$ cat config.mk
export PLATFORM = sky130hd
export DESIGN_NAME = alu_sequencer
export DESIGN_NICKNAME = d
export VERILOG_FILES = /design/src/rtl/alu_sequencer_pkg.sv /design/src/rtl/alu_sequencer_regfile.sv /design/src/rtl/alu_sequencer.sv
export SDC_FILE = /design/constraint.sdc
export NUM_CORES = 1
export LEC_CHECK = 0
export ABC_AREA = 1
export BUFFER_PORTS_ARGS = -buffer_cell sky130_fd_sc_hd__buf_2
export CORE_MARGIN = 3
export CORE_UTILIZATION = 53
export DETAILED_ROUTE_END_ITERATION = 16
export PLACE_DENSITY = 0.79
export SLEW_MARGIN = 40
export SYNTH_ARGS = -nofsm -noshare
export SYNTH_HDL_FRONTEND = slang
export SYNTH_SLANG_ARGS = --single-unit
$ cat constraint.sdc
create_clock -name i_clk -period 1.75 [get_ports i_clk]
set_clock_uncertainty 0.2 [all_clocks]
set_input_delay 0.175 -clock i_clk [delete_from_list [all_inputs] [get_ports i_clk]]
set_output_delay 0.175 -clock i_clk [all_outputs]
set_load 0.1 [all_outputs]
$ cat src/rtl/alu_sequencer_pkg.sv
// ----------------------------------------------------------------------------
// alu_sequencer_pkg
// Shared definitions for the ALU control sequencer: datapath widths, opcode
// map, ALU flag bit positions, instruction field positions and the FSM state
// encoding.
// ----------------------------------------------------------------------------
package alu_sequencer_pkg;

    localparam int DATA_W  = 6;
    localparam int REG_CNT = 4;
    localparam int ADDR_W  = 2;
    localparam int INSTR_W = 16;
    localparam int OPER_W  = 3;
    localparam int FLAG_W  = 4;

    // Opcode map. 000..101 are executed by the ALU.
    localparam logic [OPER_W-1:0] OP_ADD   = 3'b000;
    localparam logic [OPER_W-1:0] OP_SUB   = 3'b001;
    localparam logic [OPER_W-1:0] OP_SHIFT = 3'b010;
    localparam logic [OPER_W-1:0] OP_AND   = 3'b011;
    localparam logic [OPER_W-1:0] OP_OR    = 3'b100;
    localparam logic [OPER_W-1:0] OP_XOR   = 3'b101;
    localparam logic [OPER_W-1:0] OP_LOAD  = 3'b110;
    localparam logic [OPER_W-1:0] OP_OUT   = 3'b111;

    // ALU flag bit indices.
    localparam int FLAG_NEG  = 0;
    localparam int FLAG_POS  = 1;
    localparam int FLAG_ZERO = 2;
    localparam int FLAG_OVF  = 3;

    // Instruction field positions.
    localparam int F_OPER_HI = 15;
    localparam int F_OPER_LO = 13;
    localparam int F_IMM     = 12;
    localparam int F_DST_HI  = 11;
    localparam int F_DST_LO  = 10;
    localparam int F_SRC0_HI = 9;
    localparam int F_SRC0_LO = 8;
    localparam int F_SRC1_HI = 7;
    localparam int F_SRC1_LO = 6;
    localparam int F_DATA_HI = 5;
    localparam int F_DATA_LO = 0;

    typedef enum logic [1:0] {
        ST_IDLE = 2'd0,
        ST_EXEC = 2'd1,
        ST_OUT  = 2'd2
    } seq_state_t;

    // True for opcodes whose result comes back from the ALU.
    function automatic logic is_alu_op(input logic [OPER_W-1:0] oper);
        return (oper != OP_LOAD) && (oper != OP_OUT);
    endfunction

endpackage

$ cat src/rtl/alu_sequencer_regfile.sv
// ----------------------------------------------------------------------------
// seq_regfile
// 4 x 6-bit general register file for the ALU sequencer.
// Ports:
//   i_clk, i_rst_n           clock, synchronous active-low reset (clears all)
//   i_rd0_addr/o_rd0_data    combinational read port 0
//   i_rd1_addr/o_rd1_data    combinational read port 1
//   i_we, i_wr_addr, i_wr_data  synchronous write port
// ----------------------------------------------------------------------------
module seq_regfile
    import alu_sequencer_pkg::*;
(
    input  logic              i_clk,
    input  logic              i_rst_n,
    input  logic [ADDR_W-1:0] i_rd0_addr,
    output logic [DATA_W-1:0] o_rd0_data,
    input  logic [ADDR_W-1:0] i_rd1_addr,
    output logic [DATA_W-1:0] o_rd1_data,
    input  logic              i_we,
    input  logic [ADDR_W-1:0] i_wr_addr,
    input  logic [DATA_W-1:0] i_wr_data
);

    logic [DATA_W-1:0] r_regs [REG_CNT];

    always_ff @(posedge i_clk) begin
        if (!i_rst_n) begin
            for (int i = 0; i < REG_CNT; i++) begin
                r_regs[i] <= '0;
            end
        end else if (i_we) begin
            r_regs[i_wr_addr] <= i_wr_data;
        end
    end

    assign o_rd0_data = r_regs[i_rd0_addr];
    assign o_rd1_data = r_regs[i_rd1_addr];

endmodule

$ cat src/rtl/alu_sequencer.sv
// ----------------------------------------------------------------------------
// alu_sequencer
// Control stage in front of the 6-bit signed ALU. Accepts one 16-bit
// instruction at a time, drives the ALU from registered operands, writes the
// ALU result back into the register file and latches the ALU flags. LOAD
// writes an immediate; OUT emits a register over its own handshake.
//
// Handshakes: a transfer happens on a rising edge where valid and ready are
// both 1. The producer holds data stable while valid=1 and ready=0; valid
// never depends combinationally on ready.
//
// Ports:
//   i_clk, i_rst_n            clock, synchronous active-low reset
//   i_instr, i_instr_valid, o_instr_ready   instruction input handshake
//   o_alu_arg0/arg1/oper/data/imm           registered ALU drive
//   i_alu_result, i_alu_flag                ALU combinational results
//   o_flags                   last latched ALU flags
//   o_out_data, o_out_valid, i_out_ready    register output handshake
//   o_instr_cnt               retired instruction count (wraps)
//   o_dbg_state               current FSM state
// ----------------------------------------------------------------------------
module alu_sequencer
    import alu_sequencer_pkg::*;
#(
    parameter int CNT_W = 8
) (
    input  logic               i_clk,
    input  logic               i_rst_n,
    input  logic [15:0]        i_instr,
    input  logic               i_instr_valid,
    output logic               o_instr_ready,
    output logic [5:0]         o_alu_arg0,
    output logic [5:0]         o_alu_arg1,
    output logic [2:0]         o_alu_oper,
    output logic [5:0]         o_alu_data,
    output logic               o_alu_imm,
    input  logic [5:0]         i_alu_result,
    input  logic [3:0]         i_alu_flag,
    output logic [3:0]         o_flags,
    output logic [5:0]         o_out_data,
    output logic               o_out_valid,
    input  logic               i_out_ready,
    output logic [CNT_W-1:0]   o_instr_cnt,
    output seq_state_t         o_dbg_state
);

    seq_state_t        r_state;
    seq_state_t        w_next_state;

    logic [OPER_W-1:0] w_oper;
    logic              w_imm;
    logic [ADDR_W-1:0] w_dst;
    logic [ADDR_W-1:0] w_src0;
    logic [ADDR_W-1:0] w_src1;
    logic [DATA_W-1:0] w_data;
    logic [DATA_W-1:0] w_rd0;
    logic [DATA_W-1:0] w_rd1;

    logic              w_accept;
    logic              w_retire;
    logic              w_we;
    logic [DATA_W-1:0] w_wr_data;

    logic [DATA_W-1:0] r_alu_arg0;
    logic [DATA_W-1:0] r_alu_arg1;
    logic [OPER_W-1:0] r_alu_oper;
    logic [DATA_W-1:0] r_alu_data;
    logic              r_alu_imm;
    logic [ADDR_W-1:0] r_dst;
    logic [FLAG_W-1:0] r_flags;
    logic [DATA_W-1:0] r_out_data;
    logic [CNT_W-1:0]  r_cnt;

    assign w_oper = i_instr[F_OPER_HI:F_OPER_LO];
    assign w_imm  = i_instr[F_IMM];
    assign w_dst  = i_instr[F_DST_HI:F_DST_LO];
    assign w_src0 = i_instr[F_SRC0_HI:F_SRC0_LO];
    assign w_src1 = i_instr[F_SRC1_HI:F_SRC1_LO];
    assign w_data = i_instr[F_DATA_HI:F_DATA_LO];

    // Operands are read straight from the incoming instruction's source
    // fields so they can be registered on the accept edge. With only one
    // instruction in flight, the previous writeback has already landed.
    seq_regfile u_regfile (
        .i_clk      (i_clk),
        .i_rst_n    (i_rst_n),
        .i_rd0_addr (w_src0),
        .o_rd0_data (w_rd0),
        .i_rd1_addr (w_src1),
        .o_rd1_data (w_rd1),
        .i_we       (w_we),
        .i_wr_addr  (r_dst),
        .i_wr_data  (w_wr_data)
    );

    // The registered opcode doubles as the latched instruction's opcode.
    assign w_we      = (r_state == ST_EXEC);
    assign w_wr_data = (r_alu_oper == OP_LOAD) ? r_alu_data : i_alu_result;

    always_comb begin
        w_next_state = r_state;
        w_accept     = 1'b0;
        w_retire     = 1'b0;
        case (r_state)
            ST_IDLE: begin
                if (i_instr_valid) begin
                    w_accept     = 1'b1;
                    w_next_state = (w_oper == OP_OUT) ? ST_OUT : ST_EXEC;
                end
            end
            ST_EXEC: begin
                w_retire     = 1'b1;
                w_next_state = ST_IDLE;
            end
            ST_OUT: begin
                if (i_out_ready) begin
                    w_retire     = 1'b1;
                    w_next_state = ST_IDLE;
                end
            end
            default: w_next_state = ST_IDLE;
        endcase
    end

    always_ff @(posedge i_clk) begin
        if (!i_rst_n) begin
            r_state <= ST_IDLE;
        end else begin
            r_state <= w_next_state;
        end
    end

    always_ff @(posedge i_clk) begin
        if (!i_rst_n) begin
            r_alu_arg0 <= '0;
            r_alu_arg1 <= '0;
            r_alu_oper <= '0;
            r_alu_data <= '0;
            r_alu_imm  <= 1'b0;
            r_dst      <= '0;
            r_flags    <= '0;
            r_out_data <= '0;
            r_cnt      <= '0;
        end else begin
            if (w_accept) begin
                r_alu_arg0 <= w_rd0;
                r_alu_arg1 <= w_rd1;
                r_alu_oper <= w_oper;
                r_alu_data <= w_data;
                r_alu_imm  <= w_imm;
                r_dst      <= w_dst;
                if (w_oper == OP_OUT) begin
                    r_out_data <= w_rd0;
                end
            end
            if (w_we && is_alu_op(r_alu_oper)) begin
                r_flags <= i_alu_flag;
            end
            if (w_retire) begin
                r_cnt <= r_cnt + CNT_W'(1);
            end
        end
    end

    assign o_instr_ready = (r_state == ST_IDLE);
    assign o_out_valid   = (r_state == ST_OUT);
    assign o_out_data    = r_out_data;
    assign o_alu_arg0    = r_alu_arg0;
    assign o_alu_arg1    = r_alu_arg1;
    assign o_alu_oper    = r_alu_oper;
    assign o_alu_data    = r_alu_data;
    assign o_alu_imm     = r_alu_imm;
    assign o_flags       = r_flags;
    assign o_instr_cnt   = r_cnt;
    assign o_dbg_state   = r_state;

endmodule

==> impl_results.md, run 1 <==
- Via count: around 2900
- RSZ-0062 raised after global routing: false
- Hold Vio Cnt, Final: 0
- I/O pin total: 74
- WL final: 7740 um
- Core area: approximately 0.0056 mm2
- Vias in the first global route: between 2000 and 3000
- Int Pwr: around 0.0026 W
- Final setup viols: 0
- Final core occ: between 70% and 80%
- Post-synthesis cell type count: 26
- Hpwl dp: between 5000 and 6000 um
- Largest net degree at the start of global routing: 34
- Crit Path Class: reg2reg
- Rel. slew slack: around two thirds
- Status: finished clean
- Mapped Cells: a little under 400
- H-tree levels: 3
- Slew @ Worst Pin: roughly 500 ps
- DRC violations left: 0
- Comb power frac: between 20% and 30%
- Final period util: 94.1%
- # fillers: ~460
- Placement Rows: 27
- Fin nets: ~520
- Worst skew pair latency: 350 ps
- Sequential cell area: between 0.0015 and 0.002 mm2
- Critical Path Sink Type: flip-flop
- Commonest non-fill, non-tap cells in the layout: nor2_1 (98), buf_2 (71), nand2_1 (66)
- First-pass GRT wire length: ~12000 um
- Die X: approximately 83 um
- Antenna Cells: 0
- Flop pwr share: between 40% and 50%
- P_leak: approximately 1.8 nW
- Min-delay worst type: in2reg
- Routed length per instance: 13.7 um
- Routed Antenna Nets: 0
- Overall Power: between 0.003 and 0.004 W
- Initial antenna violation count: 0
- I/O Buffers: 73
- Commonest non-fill, non-tap cell in the layout: nor2_1
- Vias per cell: between 5 and 6
- FF+latch count, synth: 68
- Synthesized Nets: approximately 430
- Clock transition at path regs: about 70 ps
- Critical Path Start Type: flip-flop
- GRT Residual Overflow: 0
- Die H: roughly 83 um
- Post-route setup slack: 104 ps
- # Max-Cap Violations: 0
- Net Sw Power: between 0.001 and 0.0015 W
- Syn avg cell area: just under 8 um2
- Fmax achieved: ~0.6 GHz
- Max VDD drop: slightly below 0.0006 V
- Multi-input gate area: 0.00133 mm2
- Share of post-route cells with drive strength above 1: 27.2%
- Total Routing Usage GR: 24.2%
- Root Driver: clkbuf_8
- Clock buffer depth: 2
- Sw Share: 35.7%
- Sinks on Clock Net: 68
- CTS tree: built
- Power Dens Cells: roughly 1000 mW/mm2
- Final Slew Violations: 0
- Clock share of power: a little under a third
- CTS Buf Count: 9
- DRT iter0 DRCs: between 200 and 250
- Synth Cell Area: just over 0.003 mm2
- Placed Area: ~0.0036 mm2
- CP arrival: between 1500 and 2000 ps
- Final instance area: between 0.003 and 0.004 mm2
- Share of the yosys chip area belonging to registers: 51.4%
- DRT Pass-1 Iters: 7
- Layout area overhead: 27.0%
- YS warnings: 0
- Global placement routability congestion: around 0.93
- Dpl ws: 138 ps
- Fin Setup TNS: 0 ps
- Critical Path RT: 1770 ps
- Post-CTS Repair Setup Buffers: 0
- Post-route minimum period: around 1600 ps
- Crit-path max FO: 33
- Initial cell density of the core: between 50% and 60%
- Die Footprint: ~0.0068 mm2
==> flip-flops by register name (all words and copies together), names as in the netlist <==
name and flops:
o_flags 4, o_instr_cnt 8, r_dst 2, o_alu_arg0 6, o_alu_imm 1, o_dbg_state 2
o_alu_data 6, o_alu_arg1 6, o_alu_oper 3, o_out_data 6, u_regfile.r_regs 24
==> area by class of cell <==
type	instances	area share (%)
multi-input combinational	277	33.6
sequential	68	41.1
timing repair buffer	94	14.4
clock buffer	11	4.12
inverter	37	3.70
clock inverter	5	0.823
tap	72	2.28
==> stage by stage <==
step	instances	hold slack [ps]
floorplan	395	110
global placement	532	200
detailed placement	532	217
CTS	564	11.9
global route	564	38.1
finish	564	23.1
==> power groups by stage <==
| stage | clock [W] | combinational (W) | sequential (W) |
|---|---|---|---|
| after floorplan | 0 | 0.000295 | 0.00227 |
| after global placement | 0 | 0.000891 | 0.00182 |
| after detailed placement | 0 | 0.000902 | 0.00182 |
| after CTS | 0.00127 | 0.000932 | 0.00179 |
| after global routing | 0.00133 | 0.000998 | 0.00180 |
| final | 0.00125 | 0.000936 | 0.00179 |
==> path summary, 6_finish.rpt <==
| kind | from | slack [ps] | endpoint | cells after the start |
|---|---|---|---|---|
| max | o_dbg_state[0] | 100 | o_alu_arg0[5] | 6 |
| max reg2reg | o_dbg_state[0] | 100 | o_alu_arg0[5] | 6 |
| min | i_instr_valid | 20 | o_dbg_state[1] | 4 |
| min reg2reg | o_alu_oper[1] | 290 | o_alu_oper[1] | 2 |
==> routing by layer <==
| metal | track usage, % | part of all wire (%) |
|---|---|---|
| met1 | 30.4 | 44 |
| met2 | 39.3 | 47 |
| met3 | 6.51 | 8.0 |
| met4 | 9.97 | 1.5 |
| met5 | 0 | 0 |
==> cell usage after synthesis <==
cell type  instances  area share (%)
nand3_1           26             4.2
o211ai_1           1            0.24
inv_1             33             4.0
buf_4              6             1.4
o21ai_1            3            0.48
edfxtp_1          24              23
buf_2              4            0.64
nor2_2             2            0.40
dfxtp_1           44              28
o21ai_0           40             6.4
clkinv_1           1            0.12
nand2_4            2            0.72
a21oi_1           19             3.1
nor2_4             1            0.36
nor2_1            99              12
o21ai_2            4             1.1
nand2_2            3            0.60
inv_4              1            0.20
nand3_2            1            0.32
o211ai_2           1            0.40
buf_6              2            0.72
ha_1               4             1.6
clkbuf_1           1            0.12
inv_2              2            0.24
nand2_1           67             8.1
a21oi_2            4             1.1
==> kinds of logic (layout without fill, tap and decap cells) <==
family	after synthesis	after routing	share of synthesized area, %
buffers and inverters	50	147	7.48
AOI/OAI and AO/OA	72	72	12.9
and+or+nand+nor	201	201	26.6
DFF	68	68	51.4
adders and majority gates	4	4	1.61
==> repair_timing <==
action / in CTS / in global routing
resized for setup: 1 / 1
gates cloned: 0 / 0
setup endpoints to repair: 1 / 1
hold buffers: 16 / 0
hold endpoints to repair: 16 / 0
==> worst max-delay path, cell delays in order, from the launching register on <==
cell,delay (ps)
dfxtp_4,390
inv_4,50
ha_4,160
nand2_4,180
inv_4,170
o21ai_0,270
a21oi_1,80
Note: power is estimated with default switching activity, not from simulation.
==> run 2, diff against run 1 <==
PLACE_DENSITY = unset   (was 0.79)
PLACE_DENSITY_LB_ADDON = 0.1   (was unset)
==> run 2 against run 1 <==
  * Power shrank 1.6%
  * First-iteration DRC count shrank 28%
  * Core utilization shrank 0.18 points
  * Fmax grew 1.6%
  * Wire length shrank 0.75%
  * Via count shrank 1.6%
==> impl_results.md, run 2 (synthesized netlist as in run 1, its figures left out) <==
- Max reg flops: 24 (unchanged)
- Via count: 2860 (-1.6%)
- Flop pwr share: 45.7% (+0.7 points)
- Hold Vio Cnt, Final: 0 (unchanged)
- Crit-path max FO: 4 (-88%)
- Commonest non-fill, non-tap cells in the layout: nor2_1 (98), buf_2 (71), nand2_1 (66)
- Dpl ws: 160 ps (+22.5 ps)
- P_leak: 1.84 nW (about the same)
- Critical Path Start Type: flip-flop
- Commonest non-fill, non-tap cell in the layout: nor2_1
- Critical Path Sink Type: primary output
- Root Driver: clkbuf_8
- Placement Rows: 27 (unchanged)
- DRC violations left: 0 (unchanged)
- Int Pwr: 0.00252 W (-1.6%)
- Routed length per instance: 13.6 um (-0.93%)
- CTS Buf Count: 9 (unchanged)
- Initial cell density of the core: 55.5% (unchanged)
- Global placement routability congestion: 0.873 (-5.9%)
- Sw Share: 35.7% (-0.052 points)
- Layout area overhead: 26.6%
- Worst skew pair latency: 350 ps (about the same)
- Overall Power: 0.00391 W (-1.6%)
- I/O pin total: 74 (unchanged)
- Critical Path RT: 1370 ps (-400 ps)
- Fmax achieved: 0.617 GHz (+1.6%)
- Hpwl dp: 5460 um (-0.41%)
- Initial antenna violation count: 0 (unchanged)
- Placed Area: 0.00360 mm2 (+0.21%)
- Vias in the first global route: 2616 (-4.1%)
- Clock buffer depth: 2 (unchanged)
- Core area: 0.00561 mm2 (unchanged)
- Final instance area: 0.00394 mm2 (-0.25%)
- Slowest stage delay, CP: 370 ps (-20 ps)
- Power Dens Cells: 993 mW/mm2 (-1.4%)
- End of the critical path: o_out_valid
- Share of post-route cells with drive strength above 1: 27.0% (-0.26 points)
- Comb power frac: 24.0% (+0.5 points)
- CTS tree: built
- Largest net degree at the start of global routing: 34 (unchanged)
- Final setup viols: 0 (unchanged)
- RSZ-0062 raised after global routing: false
- Die H: 82.6 um (unchanged)
- Reg with most FFs: u_regfile.r_regs
- Fin nets: 522 (+0.19%)
- GRT Residual Overflow: 0 (unchanged)
- Die Footprint: 0.00683 mm2 (unchanged)
- Sinks on Clock Net: 68 (unchanged)
- Post-route setup slack: 129 ps (+25.5 ps)
- Crit-path leading delay family: buffers and inverters
- Clock share of power: 30.3% (-1.2 points)
- CP arrival: 1250 ps (-420 ps)
- DRT iter0 DRCs: 149 (-28%)
- Max VDD drop: 0.000617 V (+5.8%)
- Slew @ Worst Pin: 501 ps (-1.27 ps)
- WL final: 7680 um (-0.75%)
- R2R depth: 6 (unchanged)
- First-pass GRT wire length: 12100 um (-2.3%)
- Net Sw Power: 0.00140 W (-1.8%)
- Clock transition at path regs: 80 ps (about the same)
- CP max-delay cell: dfxtp_4
- # Max-Cap Violations: 0 (unchanged)
- Total Routing Usage GR: 23.9% (-0.32 points)
- Final period util: 92.6% (-1.5 points)
- Vias per cell: 5.06 (-1.8%)
- DRT Pass-1 Iters: 4 (-3)
- CP Cell Sequence: inv_4, ha_4, clkbuf_4
- Status: finished clean
- Antenna Cells: 0 (unchanged)
- Post-CTS Repair Setup Buffers: 0 (unchanged)
- Cell count along the critical path: 3 (-3)
- Final core occ: 70.3% (-0.18 points)
- Routed Antenna Nets: 0 (unchanged)
- I/O Buffers: 73 (unchanged)
- Crit Path Class: reg2out
- Worst setup path start: o_dbg_state[0]
- Min-delay worst type: in2reg
- WP buf/inv: 2 (unchanged)
- H-tree levels: 3 (unchanged)
- Rel. slew slack: 66.9% (+0.084 points)
- Post-route minimum period: 1620 ps (-25.5 ps)
- Final Slew Violations: 0 (unchanged)
- R2r startpoint: o_dbg_state[1]
- Post-route insts no fill: 565 (+0.18%)
- Die X: 82.6 um (unchanged)
- Reg2Reg Setup Slack: 150 ps (+50 ps)
- Placed insts: 533 (+0.19%)
- Critical R2R Capture: u_regfile.r_regs[2][1]
[run 2: cell types whose count changed in the layout (fill, tap and decap cells not counted)]
cell        before  now
clkbuf_1         0    2
clkinvlp_4       1    0
clkinv_4         1    0
clkbuf_8        10    9
buf_4            6    7
clkinv_2         2    3
[run 2: power by group through the flow]
stage          logic (W)  clock network (W)  registers, W
2_1_floorplan   0.000295                  0       0.00227
3_3_place_gp    0.000896                  0       0.00182
3_5_place_dp    0.000906                  0       0.00182
4_1_cts         0.000936            0.00120       0.00179
5_1_grt         0.000999            0.00127       0.00180
6_report        0.000939            0.00119       0.00179
[run 2: how the worst min path moves through the flow]
stage | startpoint | end | slack (ps) | cells after the start
after floorplan | i_alu_flag[0] | o_flags[0] | 110 | 2
after global placement | i_alu_flag[2] | o_flags[2] | 200 | 3
after detailed placement | i_alu_flag[3] | o_flags[3] | 200 | 3
after CTS | i_out_ready | o_dbg_state[1] | 10 | 5
after global routing | i_out_ready | o_dbg_state[1] | 40 | 5
final | i_out_ready | o_dbg_state[1] | 20 | 5
[run 2: layout make-up]
class	instances	area (um2)
clock buffers	12	156
clock inverters	4	21.3
fillers	467	1670
inverters	37	146
multi-input cells	277	1330
flip-flops and latches	68	1620
well taps	72	90.1
repair buffers	95	576
[run 2: routing by layer]
layer / GRT usage [%] / vias up / part of all wire [%] / wire, um
li1: - / 1460 / - / -
met1: 30.7 / 1298 / 45 / 3470
met2: 38.9 / 94 / 48 / 3680
met3: 5.10 / 8 / 5.7 / 436
met4: 9.97 / 0 / 1.2 / 91
met5: 0 / - / 0 / 0
[run 2: what timing repair did]
action / 4_1_cts / 5_1_grt
cloned: 0 / 0
setup endpoints to repair: 1 / 1
hold buffers: 16 / 0
hold endpoints to repair: 16 / 0
gates resized for setup: 1 / 1
[run 2: worst register-to-register path: stages (launching register included)]
cell and delay (ps):
dfxtp_4 370, inv_4 70, ha_4 130, nand2_2 90, nor2_2 120, nand2_1 80, nand2_1 210
[run 2: metrics by stage]
stage | hold WS [ps] | setup TNS [ps]
3_5_place_dp | 205 | 0
4_1_cts | 9.53 | 0
3_3_place_gp | 198 | 0
2_1_floorplan | 110 | -209
6_report | 18.7 | 0
5_1_grt | 42.1 | 0
==> run 3, diff against run 2 <==
CELL_PAD_IN_SITES_DETAIL_PLACEMENT = 0   (was unset)
CELL_PAD_IN_SITES_GLOBAL_PLACEMENT = 2   (was unset)
CORE_UTILIZATION = 30   (was 53)
SKIP_CTS_REPAIR_TIMING = 1   (was unset)
==> run 3 against run 2 <==
  * Critical path depth grew 3
  * Clock-buffer cell count is 1 lower
  * Fmax down 2.3%
  * Highest routed layer unchanged
  * Largest power group unchanged
  * Core utilization down 30 points
  * Non-clock buffer count increased by 1
  * Final cell count grew 11%
  * Setup slack worse by 39 ps
==> impl_results.md, run 3 (synthesized netlist as in run 1, its figures left out) <==
- Commonest non-fill, non-tap cell in the layout: nor2_1
- R2r startpoint: o_dbg_state[1]
- Fmax achieved: 0.603 GHz (-2.3%)
- Clock share of power: 28.9% (-1.4 points)
- Initial antenna violation count: 0 (unchanged)
- Slew @ Worst Pin: 504 ps (+3.94 ps)
- P_leak: 1.84 nW (about the same)
- Global placement routability congestion: 0.834 (-4.4%)
- HP Start: i_out_ready
- Placed Area: 0.00368 mm2 (+2.1%)
- Final setup viols: 0 (unchanged)
- Clock transition at path regs: 70 ps (about the same)
- Worst skew pair latency: 330 ps (-20 ps)
- Initial cell density of the core: 31.4% (-24 points)
- DRT Pass-1 Iters: 4 (unchanged)
- WL final: 8120 um (+5.8%)
- Critical Path Start Type: input port
- Comb power frac: 24.4% (+0.4 points)
- # fillers: 1045 (+120%)
- I/O Buffers: 73 (unchanged)
- Reg2Reg Setup Slack: 150 ps (about the same)
- Routed Antenna Nets: 0 (unchanged)
- Vias per cell: 4.35 (-14%)
- Layout area overhead: 29.0%
- Antenna Cells: 0 (unchanged)
- Crit-path max FO: 9 (+5)
- Total Routing Usage GR: 14.5% (-9.4 points)
- Slowest stage delay, CP: 520 ps (+150 ps)
- # Max-Cap Violations: 0 (unchanged)
- Critical Path RT: 1560 ps (+190 ps)
- Die X: 108 um (+31%)
- Max reg flops: 24 (unchanged)
- Final instance area: 0.00402 mm2 (+1.8%)
- Final period util: 94.8% (+2.2 points)
- CP max-delay cell: dlygate4sd3_1
- CTS tree: built
- Root Driver: clkbuf_8
- CP arrival: 1470 ps (+220 ps)
- CTS Buf Count: 9 (unchanged)
- Final core occ: 40.5% (-30 points)
- Die H: 108 um (+31%)
- Largest net degree at the start of global routing: 34 (unchanged)
- Int Pwr: 0.00245 W (-2.8%)
- Dpl ws: 137 ps (-23.1 ps)
- Crit Path Class: in2reg
- Sinks on Clock Net: 68 (unchanged)
- RSZ-0062 raised after global routing: false
- Hold depth: 5 (unchanged)
- Placed insts: 594 (+11%)
- DRC violations left: 0 (unchanged)
- Post-route setup slack: 90.7 ps (-38.7 ps)
- Critical Path Sink Type: flip-flop
- Core area: 0.00991 mm2 (+77%)
- CP dominant cell by count: nand2_1
- GRT Residual Overflow: 0 (unchanged)
- First-pass GRT wire length: 13100 um (+8.0%)
- Max VDD drop: 0.000511 V (-17%)
- Rel. slew slack: 66.6% (-0.26 points)
- Reg with most FFs: u_regfile.r_regs
- Die Footprint: 0.0116 mm2 (+70%)
- Critical R2R Capture: u_regfile.r_regs[2][5]
- Post-route insts no fill: 627 (+11%)
- CP Cell Sequence: dlygate4sd3_1, buf_2, nand2_2, nor2_2, nand2_1, nand2_1
- Power Dens Cells: 956 mW/mm2 (-3.7%)
- Clock buffer depth: 2 (unchanged)
- Final Slew Violations: 0 (unchanged)
- Hold Path Sink: o_dbg_state[1]
- Routed length per instance: 13.0 um (-4.7%)
- Hold Vio Cnt, Final: 0 (unchanged)
- Via count: 2725 (-4.7%)
- Fin nets: 523 (+0.19%)
- Status: finished clean
- Hpwl dp: 6190 um (+13%)
- Net Sw Power: 0.00139 W (-0.43%)
- H-tree levels: 3 (unchanged)
- Sw Share: 36.2% (+0.55 points)
- Flop pwr share: 46.7% (+1.0 points)
- I/O pin total: 74 (unchanged)
- DRT iter0 DRCs: 153 (+2.7%)
- Share of post-route cells with drive strength above 1: 27.1% (+0.15 points)
- Post-route minimum period: 1660 ps (+38.7 ps)
- Min-delay worst type: in2reg
- Fin Setup TNS: 0 ps (unchanged)
- Commonest non-fill, non-tap cells in the layout: nor2_1 (98), buf_2 (71), nand2_1 (66)
- Vias in the first global route: 2565 (-1.9%)
- R2R depth: 6 (unchanged)
- Placement Rows: 36 (+33%)
-- run 3: cell count changes in the layout (fill, tap and decap cells not counted), sizes merged --
cell	before	now
inv	37	36
dlygate4sd3	16	17
clkinv	4	6
buf	78	77
-- run 3: power groups by stage --
stage / Clock, W / Combinational [W] / Sequential [W]
floorplan: 0 / 0.000295 / 0.00227
global placement: 0 / 0.000915 / 0.00183
detailed placement: 0 / 0.000916 / 0.00183
CTS: 0.00116 / 0.000917 / 0.00179
global route: 0.00123 / 0.00101 / 0.00180
finish: 0.00111 / 0.000938 / 0.00179
-- run 3: metal layers --
metal | GRT usage (%) | routed length, um
met4 | 3.25 | 38
met3 | 4.56 | 352
met1 | 18.6 | 3860
met2 | 23.8 | 3870
met5 | 0 | 0
-- run 3: worst max-delay path: cells and delay by family --
kind	cells	cell delay, ps
buffers and inverters	2	740
AND/OR/NAND/NOR	4	550
-- run 3: worst max-delay path by stage --
stage	start	end	slack (ps)	cells after the start
2_1_floorplan	o_instr_cnt[5]	o_instr_cnt[7]	-80	7
3_3_place_gp	o_dbg_state[1]	u_regfile.r_regs[2][3]	180	6
3_5_place_dp	o_dbg_state[1]	u_regfile.r_regs[2][2]	140	6
4_1_cts	o_dbg_state[1]	o_instr_ready	-10	3
5_1_grt	i_rst_n	u_regfile.r_regs[2][5]	20	6
6_report	i_rst_n	u_regfile.r_regs[2][5]	90	6
-- run 3: cell type report --
class,instances,area [um2],area share [%]
Sequential cell,68,1620,40.4
Timing Repair Buffer,96,586,14.6
Inverter,37,146,3.65
Multi-Input combinational cell,277,1330,33.1
Clock inverter,5,28.8,0.717
Clock buffer,11,135,3.37
Tap cell,133,166,4.14
-- run 3: metrics by stage --
step / power, W / hold WS (ps)
after CTS: 0.00387 / -169
after detailed placement: 0.00274 / 206
after global placement: 0.00274 / 202
final: 0.00384 / 49.7
after floorplan: 0.00256 / 110
after global routing: 0.00404 / 63.5
